===== config.mk =====
export PLATFORM = sky130hd
export DESIGN_NAME = timer_dev
export DESIGN_NICKNAME = d
export VERILOG_FILES = /design/src/rtl/timer_pkg.sv /design/src/rtl/timer_dev.sv
export SDC_FILE = /design/constraint.sdc
export NUM_CORES = 1
export LEC_CHECK = 0
export ABC_AREA = 0
export CAP_MARGIN = 15
export CELL_PAD_IN_SITES_DETAIL_PLACEMENT = 1
export CELL_PAD_IN_SITES_GLOBAL_PLACEMENT = 1
export CORE_UTILIZATION = 40
export CTS_BUF_LIST = sky130_fd_sc_hd__clkbuf_8
export CTS_CLUSTER_DIAMETER = 120
export DETAILED_ROUTE_END_ITERATION = 10
export DONT_BUFFER_PORTS = 1
export GPL_TIMING_DRIVEN = 1
export HOLD_SLACK_MARGIN = 0.08
export PLACE_DENSITY_LB_ADDON = 0.1
export RECOVER_POWER = 50
export SKIP_LAST_GASP = 1
export SLEW_MARGIN = 5
export SYNTH_ARGS = -nofsm -noshare
export SYNTH_HDL_FRONTEND = slang
export SYNTH_SLANG_ARGS = --single-unit

===== constraint.sdc =====
create_clock -name clk -period 6.1 [get_ports clk]
set_input_delay 1.525 -clock clk [delete_from_list [all_inputs] [get_ports clk]]
set_output_delay 1.525 -clock clk [all_outputs]
set_load 0.01 [all_outputs]

===== src/rtl/timer_pkg.sv =====
// Shared definitions for the memory-mapped countdown timer:
// FSM states, register word offsets, CTRL bit fields and mode codes.
package timer_pkg;

   typedef enum logic [1:0] {
      ST_IDLE = 2'd0,
      ST_LOAD = 2'd1,
      ST_CNT  = 2'd2,
      ST_INT  = 2'd3
   } state_e;

   localparam logic [1:0] OFF_CTRL   = 2'd0;
   localparam logic [1:0] OFF_PRESET = 2'd1;
   localparam logic [1:0] OFF_COUNT  = 2'd2;

   localparam int CTRL_EN       = 0;
   localparam int CTRL_MODE_LSB = 1;
   localparam int CTRL_MODE_MSB = 2;
   localparam int CTRL_IM       = 3;
   localparam int CTRL_W        = 4;

   localparam logic [1:0] MODE_ONESHOT = 2'b00;
   localparam logic [1:0] MODE_RELOAD  = 2'b01;

   // Codes 1x fall back to one-shot behaviour.
   function automatic logic is_reload(input logic [1:0] mode);
      return mode == MODE_RELOAD;
   endfunction

endpackage


===== src/rtl/timer_dev.sv =====
// Countdown timer responder on the data-memory path.
// Three word registers (CTRL, PRESET, COUNT) and an IRQ line to CP0.
module timer_dev #(
   parameter logic [31:0] BASE_ADDR = 32'h0000_7F00
) (
   input  logic        clk,
   input  logic        reset,
   input  logic [31:0] addr,
   input  logic        we,
   input  logic [31:0] wd,
   output logic [31:0] rd,
   output logic        irq
);

   import timer_pkg::*;

   logic [CTRL_W-1:0] ctrl;
   logic [31:0]       preset;
   logic [31:0]       count;
   state_e            state;
   logic              irq_flag;

   logic [29:0] word_off;
   logic [1:0]  sel;
   logic        hit;
   logic        wr_ctrl;
   logic        wr_preset;
   logic        unused_bits;

   // Out-of-window addresses wrap to large offsets and miss.
   assign word_off = addr[31:2] - BASE_ADDR[31:2];
   assign hit      = word_off < 30'd3;
   assign sel      = word_off[1:0];

   assign wr_ctrl   = we && hit && (sel == OFF_CTRL);
   assign wr_preset = we && hit && (sel == OFF_PRESET);

   assign unused_bits = ^{addr[1:0], wd[31:CTRL_W]};

   always_ff @(posedge clk) begin
      if (reset) begin
         ctrl     <= '0;
         preset   <= '0;
         count    <= '0;
         state    <= ST_IDLE;
         irq_flag <= 1'b0;
      end else begin
         if (wr_preset)
            preset <= wd;

         unique case (state)
            ST_IDLE: begin
               if (ctrl[CTRL_EN])
                  state <= ST_LOAD;
            end
            ST_LOAD: begin
               count <= preset;
               state <= ST_CNT;
            end
            ST_CNT: begin
               if (!ctrl[CTRL_EN]) begin
                  state <= ST_IDLE;
               end else if (count > 32'd1) begin
                  count <= count - 32'd1;
               end else begin
                  count    <= '0;
                  irq_flag <= 1'b1;
                  state    <= ST_INT;
               end
            end
            ST_INT: begin
               if (is_reload(ctrl[CTRL_MODE_MSB:CTRL_MODE_LSB])) begin
                  irq_flag <= 1'b0;
                  state    <= ST_LOAD;
               end else begin
                  ctrl[CTRL_EN] <= 1'b0;
                  state         <= ST_IDLE;
               end
            end
            default: state <= ST_IDLE;
         endcase

         // Placed last so a CPU write overrides any FSM update.
         if (wr_ctrl) begin
            ctrl     <= wd[CTRL_W-1:0];
            irq_flag <= 1'b0;
         end
      end
   end

   always_comb begin
      rd = '0;
      if (hit) begin
         unique case (1'b1)
            sel == OFF_CTRL:   rd = {{(32-CTRL_W){1'b0}}, ctrl};
            sel == OFF_PRESET: rd = preset;
            sel == OFF_COUNT:  rd = count;
            default:           rd = '0;
         endcase
      end
   end

   assign irq = irq_flag & ctrl[CTRL_IM];

endmodule


==> flow_metrics.env, run 1 <==
export IMPL_synth_edf_count=0
export IMPL_cts_setup_buffers=0
export IMPL_grt_pass1_wl_um=21910
export IMPL_die_y_um=104.7
export IMPL_fin_skew_ns=0.007257
export IMPL_timing_rr_end="count[20]"
export IMPL_clock_path_buffers=2
export IMPL_hold_class="flip-flop to flip-flop"
export IMPL_synth_fa_ha_area_share_pct=0.5936
export IMPL_area_growth_pct=5.729
export IMPL_final_common_cell="nor2_1"
export IMPL_fin_crit_ns=4.765
export IMPL_cts_sinks=71
export IMPL_crit_path_max_fanout=17
export IMPL_rsz0062_at_grt="false"
export IMPL_synth_compound_area_share_pct=24.81
export IMPL_wirelength_um=13940
export IMPL_syn_area_um2=4215
export IMPL_mostFrequentLayoutCells="nor2_1 (88), dfxtp_1 (71), mux2i_1 (40), a22oi_1 (32), a21oi_1 (32)"
export IMPL_synth_nets=604
export IMPL_met1_usage_pct=34.01
export IMPL_ys_async_sr_fraction_pct=0
export IMPL_dp_cells=626
export IMPL_synth_area_per_cell_um2=7.879
export IMPL_dr_pass1_iters=4
export IMPL_antenna_found_initial=0
export IMPL_fmax_mhz=209.9
export IMPL_worst_slew_pin_slew_ns=1.412
export IMPL_slew_headroom_pct=4.868
export IMPL_wl_per_cell_um=21.72
export IMPL_yosys_area_share_simple_pct=25.20
export IMPL_critical_path_endpoint="rd[31]"
export IMPL_min_period_over_period_pct=78.11
export IMPL_io_buffer_count=0
export IMPL_cts_inserted_buffers=9
export IMPL_hold_violations=0
export IMPL_synthCells=535
export IMPL_overflow=0
export IMPL_globalRouteMet3Util_pct=4.367
export IMPL_ctsHtreeMaxLevel=3
export IMPL_placement_rows=37
export IMPL_outcome="finished, final reports clean"
export IMPL_worstPathRequired_ns=4.58
export IMPL_powerDensity_nw_per_um2=215.6
export IMPL_postCtsHoldBufs=0
export IMPL_arrival_ns=3.24
export IMPL_cts_tree="done"
export IMPL_synth_mux_area_share_pct=9.498
export IMPL_startpoint="addr[2]"
export IMPL_grt_pass1_vias=3946
export IMPL_globalRouteTotalUtil_pct=25.33
export IMPL_root_buffer="clkbuf_8"
export IMPL_synth_top_family_by_area="simple AND/OR/NAND/NOR gates"
export IMPL_vias_per_cell=6.363
export IMPL_post_cts_resized=0
export IMPL_clk_latency_ns=0.35
export IMPL_ys_seq_elements=71
export IMPL_endpoint_kind="output pin"
export IMPL_use_met2_pct=41.63
export IMPL_drt_iter0_drc=178
export IMPL_num_vias=4085
export IMPL_finalNonFillerCells=642
export IMPL_pin_count=100
export IMPL_cap_violations=0
export IMPL_path_clk_slew_ns=0.08
export IMPL_ys_flop_type="dfxtp_1"
export IMPL_reg2reg_slack_ns=1.97
export IMPL_startpoint_type="input port"
export IMPL_dp_hpwl_um=9360
export IMPL_diodes=0
export IMPL_yosys_warnings=0
export IMPL_synth_seq_area_share_pct=33.72
export IMPL_fin_setup_tns_ns=0
export IMPL_ff2ff_path_depth=5
export IMPL_power_leakage_nw=1.403
export IMPL_r2r_start="state[0]"
export IMPL_start_util_pct=41.02
export IMPL_peakVddDrop_v=0.0001189
export IMPL_ant_nets=0
export IMPL_gp_congestion=0.8583
export IMPL_path_class="input port to output pin"
export IMPL_slew_viol_final=0
export IMPL_die_w_um=104.7
export IMPL_nets=570
export IMPL_grt_start_max_net_pins=69
export IMPL_drive_above_1_share_pct=6.126
export IMPL_busiest_layer="met2"
export IMPL_drc=0
export IMPL_setup_viol_count_final=0
export IMPL_core_area_um2=10280
export IMPL_ys_types=58
export IMPL_hold_ws_ns=0.5152
export IMPL_die_area_um2=10950
export IMPL_synth_xor_area_share_pct=0
worst min-delay path by stage:
stage                from         to  cells after the start
2_1_floorplan  preset[23]  count[23]                      2
3_3_place_gp   preset[23]  count[23]                      2
3_5_place_dp   preset[23]  count[23]                      2
4_1_cts        preset[23]  count[23]                      2
5_1_grt        preset[14]  count[14]                      2
6_report       preset[23]  count[23]                      2
sequential cells by signal, summed over array words and instances (netlist names):
name	count
count	32
irq_flag	1
preset	32
state	2
ctrl	4
stage by stage:
stage               util [%]  total power, mW  instance area [um2]  setup WS (ns)
floorplan                  -           0.4899                 4215          1.768
global route           43.36           0.9888                 4457          1.161
finish                 43.36           0.9609                 4457          1.335
CTS                    43.65           0.9689                 4486          1.549
global placement       41.16           0.4871                 4230          1.653
detailed placement     41.16           0.4874                 4230          1.543
synth_stat cells, types with 2 or more instances:
| cell | number | area share, % |
|---|---|---|
| dfxtp_1 | 71 | 34 |
| and4b_1 | 2 | 0.47 |
| a31oi_1 | 4 | 0.59 |
| and2_1 | 2 | 0.30 |
| buf_6 | 2 | 0.53 |
| o221ai_1 | 3 | 0.62 |
| o32ai_1 | 5 | 1.0 |
| buf_2 | 7 | 0.83 |
| a32oi_1 | 16 | 3.3 |
| a2111oi_0 | 2 | 0.42 |
| a21boi_0 | 3 | 0.53 |
| or4_1 | 8 | 1.4 |
| o21bai_1 | 2 | 0.36 |
| mux2i_1 | 40 | 9.5 |
| nor4b_1 | 3 | 0.62 |
| o22ai_1 | 2 | 0.30 |
| a221oi_1 | 2 | 0.42 |
| a22oi_1 | 32 | 5.7 |
| clkbuf_1 | 41 | 3.7 |
| o31a_1 | 3 | 0.62 |
| or2_2 | 5 | 0.74 |
| nor2b_1 | 6 | 0.89 |
| nor2_1 | 88 | 7.8 |
| a211oi_1 | 2 | 0.36 |
| o21ai_1 | 3 | 0.36 |
| inv_1 | 11 | 0.98 |
| o21ai_0 | 15 | 1.8 |
| or3_1 | 4 | 0.59 |
| o21a_1 | 4 | 0.71 |
| o31ai_1 | 5 | 0.89 |
| nor3b_1 | 3 | 0.53 |
| nor3_1 | 9 | 1.1 |
| o211ai_1 | 4 | 0.71 |
| nor4_1 | 22 | 3.3 |
| o41ai_1 | 4 | 0.83 |
| ha_1 | 2 | 0.59 |
| nand2_1 | 25 | 2.2 |
| a311oi_1 | 2 | 0.42 |
| nand2b_1 | 4 | 0.59 |
| a21oi_1 | 32 | 3.8 |
| nand3_1 | 14 | 1.7 |
| nand4_1 | 5 | 0.74 |
kinds of logic after synthesis:
family	count (synthesis)
buffers and inverters	62
adder cells (fa/ha/maj)	2
flip-flops	71
AND/OR/NAND/NOR	210
AO/OA/AOI/OAI	150
multiplexers	40
layout make-up:
type | count | area, um2
multi-input cells | 402 | 2531
flip-flops and latches | 71 | 1421
clock buffers | 11 | 151.4
fillers | 1259 | 5821
clock inverters | 5 | 103.9
repair buffers | 6 | 37.54
well taps | 136 | 170.2
inverters | 11 | 41.29
layer usage:
| layer | share of wire (%) | routed length (um) | up-vias |
|---|---|---|---|
| li1 | - | - | 1935 |
| met1 | 47 | 6528 | 2039 |
| met2 | 47 | 6577 | 95 |
| met3 | 4.6 | 636 | 16 |
| met4 | 1.4 | 201 | 0 |
| met5 | 0 | 0 | - |
report_power, final:
part / switching [mW] / internal (mW) / total [mW]
clock: 0.191 / 0.294 / 0.485
combinational: 0.00917 / 0.00400 / 0.0132
sequential: 0.000000000149 / 0.463 / 0.463
worst max-delay path: stages:
cell and delay, ns:
nor2b_1 0.90, buf_4 0.42, a22oi_1 0.17, nor2_1 0.20
Note: power is estimated with default switching activity, not from simulation.
==> run 2: changes to the inputs <==
--- a/config.mk
+++ b/config.mk
@@ -5,7 +5,7 @@
 export SDC_FILE = /design/constraint.sdc
 export NUM_CORES = 1
 export LEC_CHECK = 0
-export ABC_AREA = 0
+export ABC_AREA = 1
 export CAP_MARGIN = 15
 export CELL_PAD_IN_SITES_DETAIL_PLACEMENT = 1
 export CELL_PAD_IN_SITES_GLOBAL_PLACEMENT = 1
==> constraint.sdc (replaced) <==
create_clock -name clk -period 4.6 [get_ports clk]
set_input_delay 1.15 -clock clk [delete_from_list [all_inputs] [get_ports clk]]
set_output_delay 1.15 -clock clk [all_outputs]
set_load 0.01 [all_outputs]
==> flow_metrics.env, run 2 <==
export IMPL_outcome="finished, final reports clean"
export IMPL_wirelength_um=13970
export IMPL_clk_latency_ns=0.37
export IMPL_worst_slew_pin_slew_ns=1.300
export IMPL_ys_types=34
export IMPL_synth_area_per_cell_um2=5.862
export IMPL_multi_input_area_um2=2778
export IMPL_critPathTopFamily="simple AND/OR/NAND/NOR gates"
export IMPL_crit_path_max_fanout=15
export IMPL_area_growth_pct=4.386
export IMPL_hold_start="count[1]"
export IMPL_setup_viol_count_final=0
export IMPL_drt_iter0_drc=158
export IMPL_ys_async_sr_fraction_pct=0
export IMPL_intPower_uw=807.0
export IMPL_path_class="input port to output pin"
export IMPL_nets=851
export IMPL_swShare_pct=24.70
export IMPL_hold_class="flip-flop to flip-flop"
export IMPL_post_cts_resized=0
export IMPL_grt_start_max_net_pins=65
export IMPL_cts_tree="done"
export IMPL_critical_path_max_stage_delay_ns=0.29
export IMPL_die_w_um=110.1
export IMPL_seqCellArea_um2=1421
export IMPL_reg2reg_slack_ns=1.56
export IMPL_hold_violations=0
export IMPL_hold_ws_ns=0.4629
export IMPL_fmax_mhz=247.3
export IMPL_peakVddDrop_v=0.0001565
export IMPL_yosysMostFrequentCell="nand2_1"
export IMPL_cts_inserted_buffers=9
export IMPL_io_buffer_count=0
export IMPL_startpoint_type="input port"
export IMPL_core_area_um2=11420
export IMPL_cap_violations=0
export IMPL_ctsHtreeMaxLevel=3
export IMPL_setup_slack_ns=0.5561
export IMPL_globalRouteTotalUtil_pct=23.89
export IMPL_wl_per_cell_um=15.05
export IMPL_antenna_found_initial=0
export IMPL_arrival_ns=2.89
export IMPL_crit_cells=13
export IMPL_synth_nets=867
export IMPL_synthTopCellsByArea="dfxtp_1 (30%), nand2_1 (22%), nor2_1 (12%)"
export IMPL_synth_edf_count=0
export IMPL_dp_hpwl_um=10220
export IMPL_slew_viol_final=0
export IMPL_start_util_pct=40.97
export IMPL_switchingPower_uw=264.8
export IMPL_gp_congestion=0.8618
export IMPL_rsz0062_at_grt="false"
export IMPL_yosys_warnings=0
export IMPL_mostFrequentLayoutCells="nand2_1 (268), nor2_1 (147), inv_1 (80), dfxtp_1 (71), a21oi_1 (67)"
export IMPL_synthCells=798
export IMPL_pin_count=100
export IMPL_root_buffer="clkbuf_8"
export IMPL_power_leakage_nw=2.304
export IMPL_placement_rows=39
export IMPL_grt_pass1_wl_um=22270
export IMPL_postCtsHoldBufs=0
export IMPL_path_clk_slew_ns=0.08
export IMPL_fill_cells=1624
export IMPL_vias_per_cell=5.275
export IMPL_reg_top3="count x32, preset x32, ctrl x4"
export IMPL_synth_top_area_cell="dfxtp_1"
export IMPL_fin_skew_ns=0.008384
export IMPL_pre_cts_ws_ns=0.6401
export IMPL_ys_seq_elements=71
export IMPL_overflow=0
export IMPL_final_common_cell="nand2_1"
export IMPL_min_period_over_period_pct=87.91
export IMPL_busiest_layer="met2"
export IMPL_globalRouteMet3Util_pct=6.114
export IMPL_seq_power_share_pct=57.3
export IMPL_fin_setup_tns_ns=0
export IMPL_slew_headroom_pct=13.33
export IMPL_dr_pass1_iters=6
export IMPL_cts_setup_buffers=0
export IMPL_cts_sinks=71
export IMPL_use_met2_pct=42.10
export IMPL_synth_top_cell_area_share_pct=30.38
export IMPL_grt_pass1_vias=4764
export IMPL_fin_crit_ns=4.044
export IMPL_netlist_top_cells_count="nand2_1 (268), nor2_1 (147), inv_1 (77), dfxtp_1 (71), a21oi_1 (68)"
export IMPL_clkPwrFrac_pct=39.0
export IMPL_ff2ff_path_depth=10
export IMPL_power_frac_comb_pct=3.7
export IMPL_endpoint_kind="output pin"
export IMPL_drive_above_1_share_pct=5.350
export IMPL_syn_area_um2=4678
export IMPL_diodes=0
export IMPL_path_buf_inv=3
export IMPL_num_vias=4895
export IMPL_r2r_start="state[1]"
export IMPL_ys_flop_type="dfxtp_1"
export IMPL_die_area_um2=12130
export IMPL_clock_path_buffers=2
export IMPL_die_y_um=110.1
export IMPL_slowest_stage="a21oi_1"
export IMPL_ant_nets=0
export IMPL_startpoint="addr[8]"
export IMPL_worstHoldPathCells=2
export IMPL_drc=0
export IMPL_met1_usage_pct=27.78
export IMPL_powerDensity_nw_per_um2=219.5
export IMPL_path_cells="nand2_1, nor2_1, nand2_2, nand3_1, nand2_1, inv_1, nand2_1, nor2_1, nand3_2, nor2_1, inv_1, buf_4, a21oi_1"
export IMPL_synth_seq_area_share_pct=30.38
export IMPL_worstPathRequired_ns=3.45
-- run 2: changes by cell type after synthesis, sizes merged, moves of 9 or more --
cell,delta
a32oi,-16
a22oi,-32
a21oi,+36
xor2,+18
nand3,+15
nor2,+71
nor4,-22
mux2i,-40
o22ai,+26
nand2,+246
clkbuf,-17
inv,+69
or4,-9
-- run 2: metal layers --
layer | routed length [um] | share of wire, %
met1 | 6292 | 45
met2 | 6813 | 49
met4 | 306 | 2.2
met3 | 555 | 4.0
met5 | 0 | 0
-- run 2: cell families (layout without fill, tap and decap cells) --
group,count (synthesis),in the layout,synth area share (%)
and+or+nand+nor,475,475,41.62
buffers and inverters,115,102,10.11
AOI/OAI and AO/OA,111,111,12.86
DFF,71,71,30.38
xor gates and xnor gates,24,24,4.493
adders and majority gates,2,2,0.5348
-- run 2: cell type report --
type | instances | area share, %
timing repair buffer | 8 | 1.230
tap | 143 | 3.664
multi-input combinational | 612 | 56.88
clock inverter | 5 | 0.4356
inverter | 80 | 6.149
clock buffer | 9 | 2.537
sequential | 71 | 29.11
-- run 2: worst paths after layout --
path                                  end
worst max-delay path               rd[28]
worst min-delay path             count[1]
worst max register to register  count[17]
worst min register to register   count[1]
-- run 2: stage by stage --
| stage | power (mW) | instances | area [um2] | utilization (%) |
|---|---|---|---|---|
| global route | 1.120 | 928 | 4883 | 42.77 |
| finish | 1.072 | 928 | 4883 | 42.77 |
| floorplan | 0.6615 | 798 | 4678 | - |
| CTS | 1.091 | 928 | 4906 | 42.97 |
| detailed placement | 0.6693 | 914 | 4761 | 41.69 |
| global placement | 0.6676 | 914 | 4761 | 41.69 |
-- run 2: worst register-to-register path, cell delays in order, from the launching register on --
cell and delay, ns:
dfxtp_1 0.38, inv_1 0.10, nor2_1 0.10, buf_4 0.35, inv_1 0.25, nor2_1 0.28, a21oi_4 0.04, buf_4 0.27
inv_1 0.87, nand2_1 0.16, a21oi_1 0.18
-- run 2: power by group through the flow --
stage	logic (mW)	clock network, mW	registers (mW)
finish	0.0392	0.418	0.614
global placement	0.0392	0	0.628
global route	0.0447	0.461	0.614
CTS	0.0410	0.436	0.614
floorplan	0.0331	0	0.628
detailed placement	0.0408	0	0.628
